<file path="config.mk">
export PLATFORM = sky130hd
export DESIGN_NAME = gpu_apb_cmd_queue
export DESIGN_NICKNAME = d
export VERILOG_FILES = /design/src/rtl/gpu_apb_cmd_queue_pkg.sv /design/src/rtl/gpu_apb_cmd_queue_fifo.sv /design/src/rtl/gpu_apb_cmd_queue.sv
export SDC_FILE = /design/constraint.sdc
export NUM_CORES = 1
export LEC_CHECK = 0
export ABC_AREA = 0
export CORE_MARGIN = 5
export CORE_UTILIZATION = 55
export DETAILED_ROUTE_END_ITERATION = 10
export PLACE_DENSITY = 0.88
export SYNTH_ARGS = -nofsm -noshare
export SYNTH_HDL_FRONTEND = slang
export SYNTH_HIERARCHICAL = 1
export SYNTH_SLANG_ARGS = --single-unit
</file>
<file path="constraint.sdc">
create_clock -name clk -period 7.4 [get_ports clk]
set_input_delay 0.74 -clock clk [delete_from_list [all_inputs] [get_ports clk]]
set_output_delay 0.74 -clock clk [all_outputs]
set_load 0.01 [all_outputs]
</file>
<file path="src/rtl/gpu_apb_cmd_queue_pkg.sv">
`default_nettype none
// ============================================================================
// Module      : gpu_apb_pkg
// Description : Shared types and constants for the GPU APB command queue.
//               APB protocol FSM state type, default register addresses and
//               bit positions of the fields in the status register.
// Revision    : 1.0 - initial release
// ============================================================================
package gpu_apb_pkg;

  // APB protocol phase tracker. IDLE: no transfer in progress. SETUP: a setup
  // phase was seen at the last edge, so this cycle is the first access cycle.
  // ACCESS: the transfer has been in its access phase for more than one cycle
  // (wait states) or has just completed.
  typedef enum logic [1:0] {
    APB_IDLE   = 2'd0,
    APB_SETUP  = 2'd1,
    APB_ACCESS = 2'd2
  } apb_state_e;

  // Default register map.
  localparam logic [31:0] DEFAULT_CMD_ADDR    = 32'h0000_0000;
  localparam logic [31:0] DEFAULT_STATUS_ADDR = 32'h0000_0004;

  // Status register layout: {zeros, count, full, empty}.
  localparam int STATUS_EMPTY_BIT = 0;
  localparam int STATUS_FULL_BIT  = 1;
  localparam int STATUS_COUNT_LSB = 2;

endpackage
`default_nettype wire

</file>
<file path="src/rtl/gpu_apb_cmd_queue_fifo.sv">
`default_nettype none
// ============================================================================
// Module      : gpu_cmd_fifo
// Description : Synchronous FIFO holding GPU command words.
//               Simultaneous push and pop is legal at any occupancy, including
//               full. Flush clears pointers and occupancy and overrides any
//               push or pop in the same cycle.
// Ports       : clk, n_rst       - clock, asynchronous active-low reset
//               push_i, pop_i     - enqueue wdata_i / dequeue the head
//               flush_i           - discard all entries
//               wdata_i           - word to enqueue
//               rdata_o           - head word (undefined content when empty)
//               empty_o, full_o   - occupancy flags
//               count_o           - current occupancy, 0..DEPTH
// Revision    : 1.0 - initial release
// ============================================================================
module gpu_cmd_fifo #(
  parameter int WIDTH = 32,
  parameter int DEPTH = 8
) (
  input  logic                     clk,
  input  logic                     n_rst,
  input  logic                     push_i,
  input  logic                     pop_i,
  input  logic                     flush_i,
  input  logic [WIDTH-1:0]         wdata_i,
  output logic [WIDTH-1:0]         rdata_o,
  output logic                     empty_o,
  output logic                     full_o,
  output logic [$clog2(DEPTH):0]   count_o
);

  localparam int PTR_W = $clog2(DEPTH);
  localparam int CNT_W = PTR_W + 1;

  logic [WIDTH-1:0] mem_q [DEPTH];
  logic [PTR_W-1:0] wptr_q, wptr_d;
  logic [PTR_W-1:0] rptr_q, rptr_d;
  logic [CNT_W-1:0] count_q, count_d;

  logic w_empty;
  logic w_full;
  logic w_push;
  logic w_pop;

  assign w_empty = (count_q == '0);
  assign w_full  = (count_q == CNT_W'(DEPTH));

  // A push into a full queue is only safe when the head leaves the same cycle.
  assign w_pop  = pop_i & ~w_empty;
  assign w_push = push_i & (~w_full | w_pop);

  always_comb begin
    wptr_d  = wptr_q;
    rptr_d  = rptr_q;
    count_d = count_q;
    if (flush_i) begin
      wptr_d  = '0;
      rptr_d  = '0;
      count_d = '0;
    end else begin
      if (w_push) wptr_d = wptr_q + PTR_W'(1);
      if (w_pop)  rptr_d = rptr_q + PTR_W'(1);
      case ({w_push, w_pop})
        2'b10:   count_d = count_q + CNT_W'(1);
        2'b01:   count_d = count_q - CNT_W'(1);
        default: count_d = count_q;
      endcase
    end
  end

  always_ff @(posedge clk or negedge n_rst) begin
    if (!n_rst) begin
      wptr_q  <= '0;
      rptr_q  <= '0;
      count_q <= '0;
    end else begin
      wptr_q  <= wptr_d;
      rptr_q  <= rptr_d;
      count_q <= count_d;
    end
  end

  // Storage carries no reset; the pointers define which entries are live.
  always_ff @(posedge clk) begin
    if (w_push && !flush_i) begin
      mem_q[wptr_q] <= wdata_i;
    end
  end

  assign rdata_o = mem_q[rptr_q];
  assign empty_o = w_empty;
  assign full_o  = w_full;
  assign count_o = count_q;

endmodule
`default_nettype wire

</file>
<file path="src/rtl/gpu_apb_cmd_queue.sv">
`default_nettype none
// ============================================================================
// Module      : gpu_apb_cmd_queue
// Description : APB slave that queues GPU command words for the command
//               decoder. CMD_ADDR (write-only) pushes a word, STATUS_ADDR reads
//               {count, full, empty} and flushes the queue on a write with
//               bit 0 set. Back-pressure via pReady_o when full, pSlvErr_o on
//               illegal accesses, valid/ready handshake toward the consumer.
// Ports       : clk, n_rst                    - clock, async active-low reset
//               pAddr_i, pDataWrite_i         - APB address / write data
//               pSel_i, pEnable_i, pWrite_i   - APB control
//               pDataRead_o, pReady_o,
//               pSlvErr_o                     - APB response
//               command_o, opcode_o,
//               parameters_o                  - head of queue (valid/data)
//               cmd_ready_i                   - consumer accepts the head
//               count_o                       - queue occupancy
// Revision    : 1.0 - initial release
// ============================================================================
module gpu_apb_cmd_queue
  import gpu_apb_pkg::*;
#(
  parameter int          DATA_W      = 32,
  parameter int          OPCODE_W    = 4,
  parameter int          DEPTH       = 8,
  parameter logic [31:0] CMD_ADDR    = DEFAULT_CMD_ADDR,
  parameter logic [31:0] STATUS_ADDR = DEFAULT_STATUS_ADDR
) (
  input  logic                       clk,
  input  logic                       n_rst,
  input  logic [31:0]                pAddr_i,
  input  logic [DATA_W-1:0]          pDataWrite_i,
  input  logic                       pSel_i,
  input  logic                       pEnable_i,
  input  logic                       pWrite_i,
  output logic [DATA_W-1:0]          pDataRead_o,
  output logic                       pReady_o,
  output logic                       pSlvErr_o,
  output logic                       command_o,
  output logic [OPCODE_W-1:0]        opcode_o,
  output logic [DATA_W-OPCODE_W-1:0] parameters_o,
  input  logic                       cmd_ready_i,
  output logic [$clog2(DEPTH):0]     count_o
);

  localparam int CNT_W = $clog2(DEPTH) + 1;

  apb_state_e state_q, state_d;

  logic [DATA_W-1:0] w_head;
  logic [DATA_W-1:0] w_status;
  logic [CNT_W-1:0]  w_count;
  logic              w_empty;
  logic              w_full;
  logic              w_pop;
  logic              w_push;
  logic              w_flush;
  logic              w_in_xfer;
  logic              w_violation;
  logic              w_is_cmd;
  logic              w_is_status;
  logic              w_ready;
  logic              w_err;
  logic [DATA_W-1:0] w_rdata;

  // --------------------------------------------------------------------------
  // Command storage
  // --------------------------------------------------------------------------
  gpu_cmd_fifo #(
    .WIDTH (DATA_W),
    .DEPTH (DEPTH)
  ) u_fifo (
    .clk     (clk),
    .n_rst   (n_rst),
    .push_i  (w_push),
    .pop_i   (w_pop),
    .flush_i (w_flush),
    .wdata_i (pDataWrite_i),
    .rdata_o (w_head),
    .empty_o (w_empty),
    .full_o  (w_full),
    .count_o (w_count)
  );

  // Consumer handshake: the head leaves whenever it is valid and accepted.
  assign w_pop = ~w_empty & cmd_ready_i;

  // --------------------------------------------------------------------------
  // Address decode and response
  // --------------------------------------------------------------------------
  assign w_is_cmd    = (pAddr_i == CMD_ADDR);
  assign w_is_status = (pAddr_i == STATUS_ADDR);

  // The state register records the phase seen at the previous edge, so any
  // non-IDLE state with pEnable high is an access cycle of a proper transfer.
  // pEnable high while IDLE means the master skipped the setup phase.
  assign w_in_xfer   = (state_q != APB_IDLE) & pSel_i & pEnable_i;
  assign w_violation = (state_q == APB_IDLE) & pSel_i & pEnable_i;

  always_comb begin
    w_status = '0;
    w_status[STATUS_EMPTY_BIT]             = w_empty;
    w_status[STATUS_FULL_BIT]              = w_full;
    w_status[STATUS_COUNT_LSB +: CNT_W]    = w_count;
  end

  always_comb begin
    w_ready = 1'b1;
    w_err   = 1'b0;
    w_rdata = '0;
    w_push  = 1'b0;
    w_flush = 1'b0;
    if (w_violation) begin
      w_err = 1'b1;
    end else if (w_in_xfer) begin
      if (pWrite_i) begin
        if (w_is_cmd) begin
          // A full queue can still take the word if the head pops this cycle.
          if (!w_full || w_pop) begin
            w_push = 1'b1;
          end else begin
            w_ready = 1'b0;
          end
        end else if (w_is_status) begin
          w_flush = pDataWrite_i[0];
        end else begin
          w_err = 1'b1;
        end
      end else begin
        if (w_is_status) begin
          w_rdata = w_status;
        end else begin
          w_err = 1'b1;
        end
      end
    end
  end

  // --------------------------------------------------------------------------
  // APB protocol FSM
  // --------------------------------------------------------------------------
  always_comb begin
    state_d = state_q;
    case (state_q)
      APB_IDLE: begin
        if (pSel_i && !pEnable_i) state_d = APB_SETUP;
      end
      APB_SETUP: begin
        state_d = APB_ACCESS;
      end
      APB_ACCESS: begin
        if (w_ready) begin
          state_d = (pSel_i && !pEnable_i) ? APB_SETUP : APB_IDLE;
        end
      end
      default: begin
        state_d = APB_IDLE;
      end
    endcase
    if (!pSel_i) state_d = APB_IDLE;
  end

  always_ff @(posedge clk or negedge n_rst) begin
    if (!n_rst) begin
      state_q <= APB_IDLE;
    end else begin
      state_q <= state_d;
    end
  end

  // --------------------------------------------------------------------------
  // Outputs
  // --------------------------------------------------------------------------
  assign pReady_o    = w_ready;
  assign pSlvErr_o   = w_err;
  assign pDataRead_o = w_rdata;

  assign command_o    = ~w_empty;
  assign opcode_o     = w_empty ? '0 : w_head[DATA_W-1 -: OPCODE_W];
  assign parameters_o = w_empty ? '0 : w_head[DATA_W-OPCODE_W-1:0];
  assign count_o      = w_count;

endmodule
`default_nettype wire

</file>
==> impl_metrics.yaml <==
place:
  placed_area_sq_um: 12500
  port_buffers: 114
  place.gp.congestion: 0.859
  dp_hpwl_mm: 13.1
setup_path:
  worst-setup-path-type: "reg -> out"
  path_depth: 5
  critPathBufInv: 2
  endpoint: "parameters_o[6]"
  crit_path_top_delay_cell: "dfrtp_4"
  worstReg2RegEnd: "u_fifo/count_o[3]"
  slowest_delay_ns: 0.80
  cp_top_family: "buffers and inverters"
  cp.arrival_ns: 3.69
  rrSetupSlack_ns: 3.23
  startpoint_type: "flop"
  rr_startpoint: "u_fifo/count_o[1]"
  rr_worst_depth: 11
  crit_fanout: 36
  crit_start: "u_fifo/rptr_q[0]"
  cp_cell_sequence: "buf_4 > mux4_1 > mux2_2 > nor2b_1 > clkdlybuf4s50_1"
  crit_required_ns: 6.66
  critPathCaptureType: "output port"
sta:
  fin_crit_ns: 4.43
  timing_max_transition_violations_final: 0
  setup-tns-final_ns: 0
  fmax_mhz: 226
  setup_viol: 0
  rsz0062_at_grt: "no"
  finClkSkew_ns: 0.0209
  hold_viol: 0
  tightest_slew_ns: 1.22
  max_slew_margin_pct: 18.5
  fin_crit_sh_pct: 59.8
  holdWs_ns: 0.518
pwr:
  leakagePower_nw: 4.45
  p_int_mw: 3.31
  pwr-share-clk_pct: 30.0
  p_seq_share_pct: 39.9
  switching_share_pct: 26.8
  comb_power_share_pct: 30.1
  vdd_drop_max_v: 0.000321
  power_density_nw_per_um2: 338
  netSwitchingPower_mw: 1.21
  total_power_mw: 4.53
die:
  core-area_sq_um: 20100
  dieArea_sq_um: 23300
  start_util_pct: 55.6
  rows: 52
  chipHeight_um: 153
  ios: 141
  dieWidth_um: 153
detailed_routing:
  first_iter_violations: 341
  firstDrtPassIters: 5
  drt-wirelength-per-cell_um: 23.3
  wl_met2_mm: 11.7
  vias: 5604
  drt-total-wl_mm: 22.6
  drtAntennaViolNets: 0
  met1Wirelength_mm: 8.66
  wl_met3_mm: 1.69
  via_per_inst: 5.80
  drc: 0
  dr.max_layer_used: "met5"
synth:
  synthArstFlopShare_pct: 4.48
  synth_common_cells: "edfxtp_1, mux4_2, nor2b_1"
  yosys.area_share.simple_pct: 5.31
  synth_seq_cells: 268
  synthAdderAreaFrac_pct: 0.627
  synthCells: 550
  synthFlopType: "edfxtp_1"
  synth_largest_area_cell: "edfxtp_1"
  yosysMostFrequentCell: "edfxtp_1"
  yosysWarnings: 6
  synth_edf_count: 256
  yosys-mux-area-fraction_pct: 17.2
  synth_area_leaders: "edfxtp_1, mux4_2, mux4_1"
  synth_top_area_share_pct: 68.8
  synth-xor-area-share_pct: 0.548
  synth_cell_type_count: 49
  ys_seq_area_share_pct: 71.5
  syn-cell-area_sq_um: 11200
  postSynthAreaPerCell_sq_um: 20.3
  synth_compound_area_share_pct: 1.30
  synth_top_family_by_area: "multiplexers"
grt:
  grt.total_usage_pct: 19.3
  grt_pass1_vias: 6009
  grt_max_degree: 67
  grt_pass1_wl_mm: 35.0
  gr-total-overflow: 0
  antenna_found_initial: 1
clock_network:
  htree_levels: 1
  cts.hold.buffers_added: 0
  path_clk_slew_ns: 0.06
  cts_tree: "yes"
  numClockSinks: 268
  clock_latency_ns: 0.55
  post_cts_resized: 0
  cts_setup_buffers: 0
  clockBufferDepth: 3
  cts_root_buf: "clkbuf_16"
  cts_buffers: 27
cells_and_area:
  syn_to_final_growth_pct: 19.8
  diodes: 0
  fin_area_sq_um: 13400
  drive_gt1_share_pct: 19.7
  fin_util_pct: 66.6
  fin_nets: 750
flow_run:
  maxCapViolations: 0
hold_path:
  min_path_type: "reg -> reg"
run_status:
  status: "completed"
==> flip-flops by register name (all words and copies together), names as in the netlist <==
register	count
u_fifo/mem_q	256
u_fifo/rptr_q	3
u_fifo/count_o	4
state_q	2
u_fifo/wptr_q	3
==> stage by stage <==
step	cells	worst slack, ns
global route	966	2.76
finish	966	2.97
floorplan	575	1.51
detailed placement	916	2.78
global placement	916	2.97
CTS	966	2.90
==> worst min path at each step <==
| stage | from | to | slack, ns | cells after the start |
|---|---|---|---|---|
| 2_1_floorplan | n_rst | state_q[0] | 0.44 | 0 |
| 3_3_place_gp | state_q[0] | state_q[0] | 0.47 | 1 |
| 3_5_place_dp | state_q[0] | state_q[0] | 0.51 | 1 |
| 4_1_cts | state_q[0] | state_q[0] | 0.51 | 1 |
| 5_1_grt | state_q[0] | state_q[0] | 0.52 | 1 |
| 6_report | state_q[0] | state_q[0] | 0.52 | 1 |
==> final cells by class <==
class	count	area [sq um]
Sequential cell	268	7990
Fill cell	1251	6710
Inverter	3	11.3
Timing Repair Buffer	122	1200
Clock inverter	19	204
Tap cell	270	338
Clock buffer	31	691
Multi-Input combinational cell	253	2950
==> power groups by stage <==
stage	sequential [mW]	clock [mW]	combinational (mW)
2_1_floorplan	1.74	0	0.975
3_3_place_gp	1.84	0	1.34
3_5_place_dp	1.84	0	1.37
4_1_cts	1.81	1.38	1.38
5_1_grt	1.82	1.46	1.46
6_report	1.81	1.36	1.36
==> layout by cell type, fill, tap and decap left out, drive strengths merged, types with 3 or more instances in the layout <==
cell type      instances
o211ai                 4
mux2                  32
dfrtp                 12
inv                    5
and3                   7
nor4                  11
a211oi                 3
xnor2                  3
xor2                   4
mux4                  64
edfxtp               256
ha                     4
nor2                  19
nand2                  7
clkdlybuf4s50        114
a21oi                  3
clkbuf                31
nor3                   4
nor3b                  3
buf                    8
o21ai                  5
bufinv                 4
clkinv                13
conb                  26
nor2b                 33
==> layer usage <==
metal / global-route usage [%] / up-vias
met2: 34.0 / 247
met4: 4.71 / 2
met3: 4.35 / 41
met5: 0 / -
met1: 24.8 / 2862
li1: - / 2452
==> cell families after synthesis <==
group,after synthesis
flops,268
mux,98
simple gates,98
buf+inv,54
compound gates,19
xor+xnor,7
fa+ha+maj,5
other cells,1
Power figures use the tool's default switching activity.
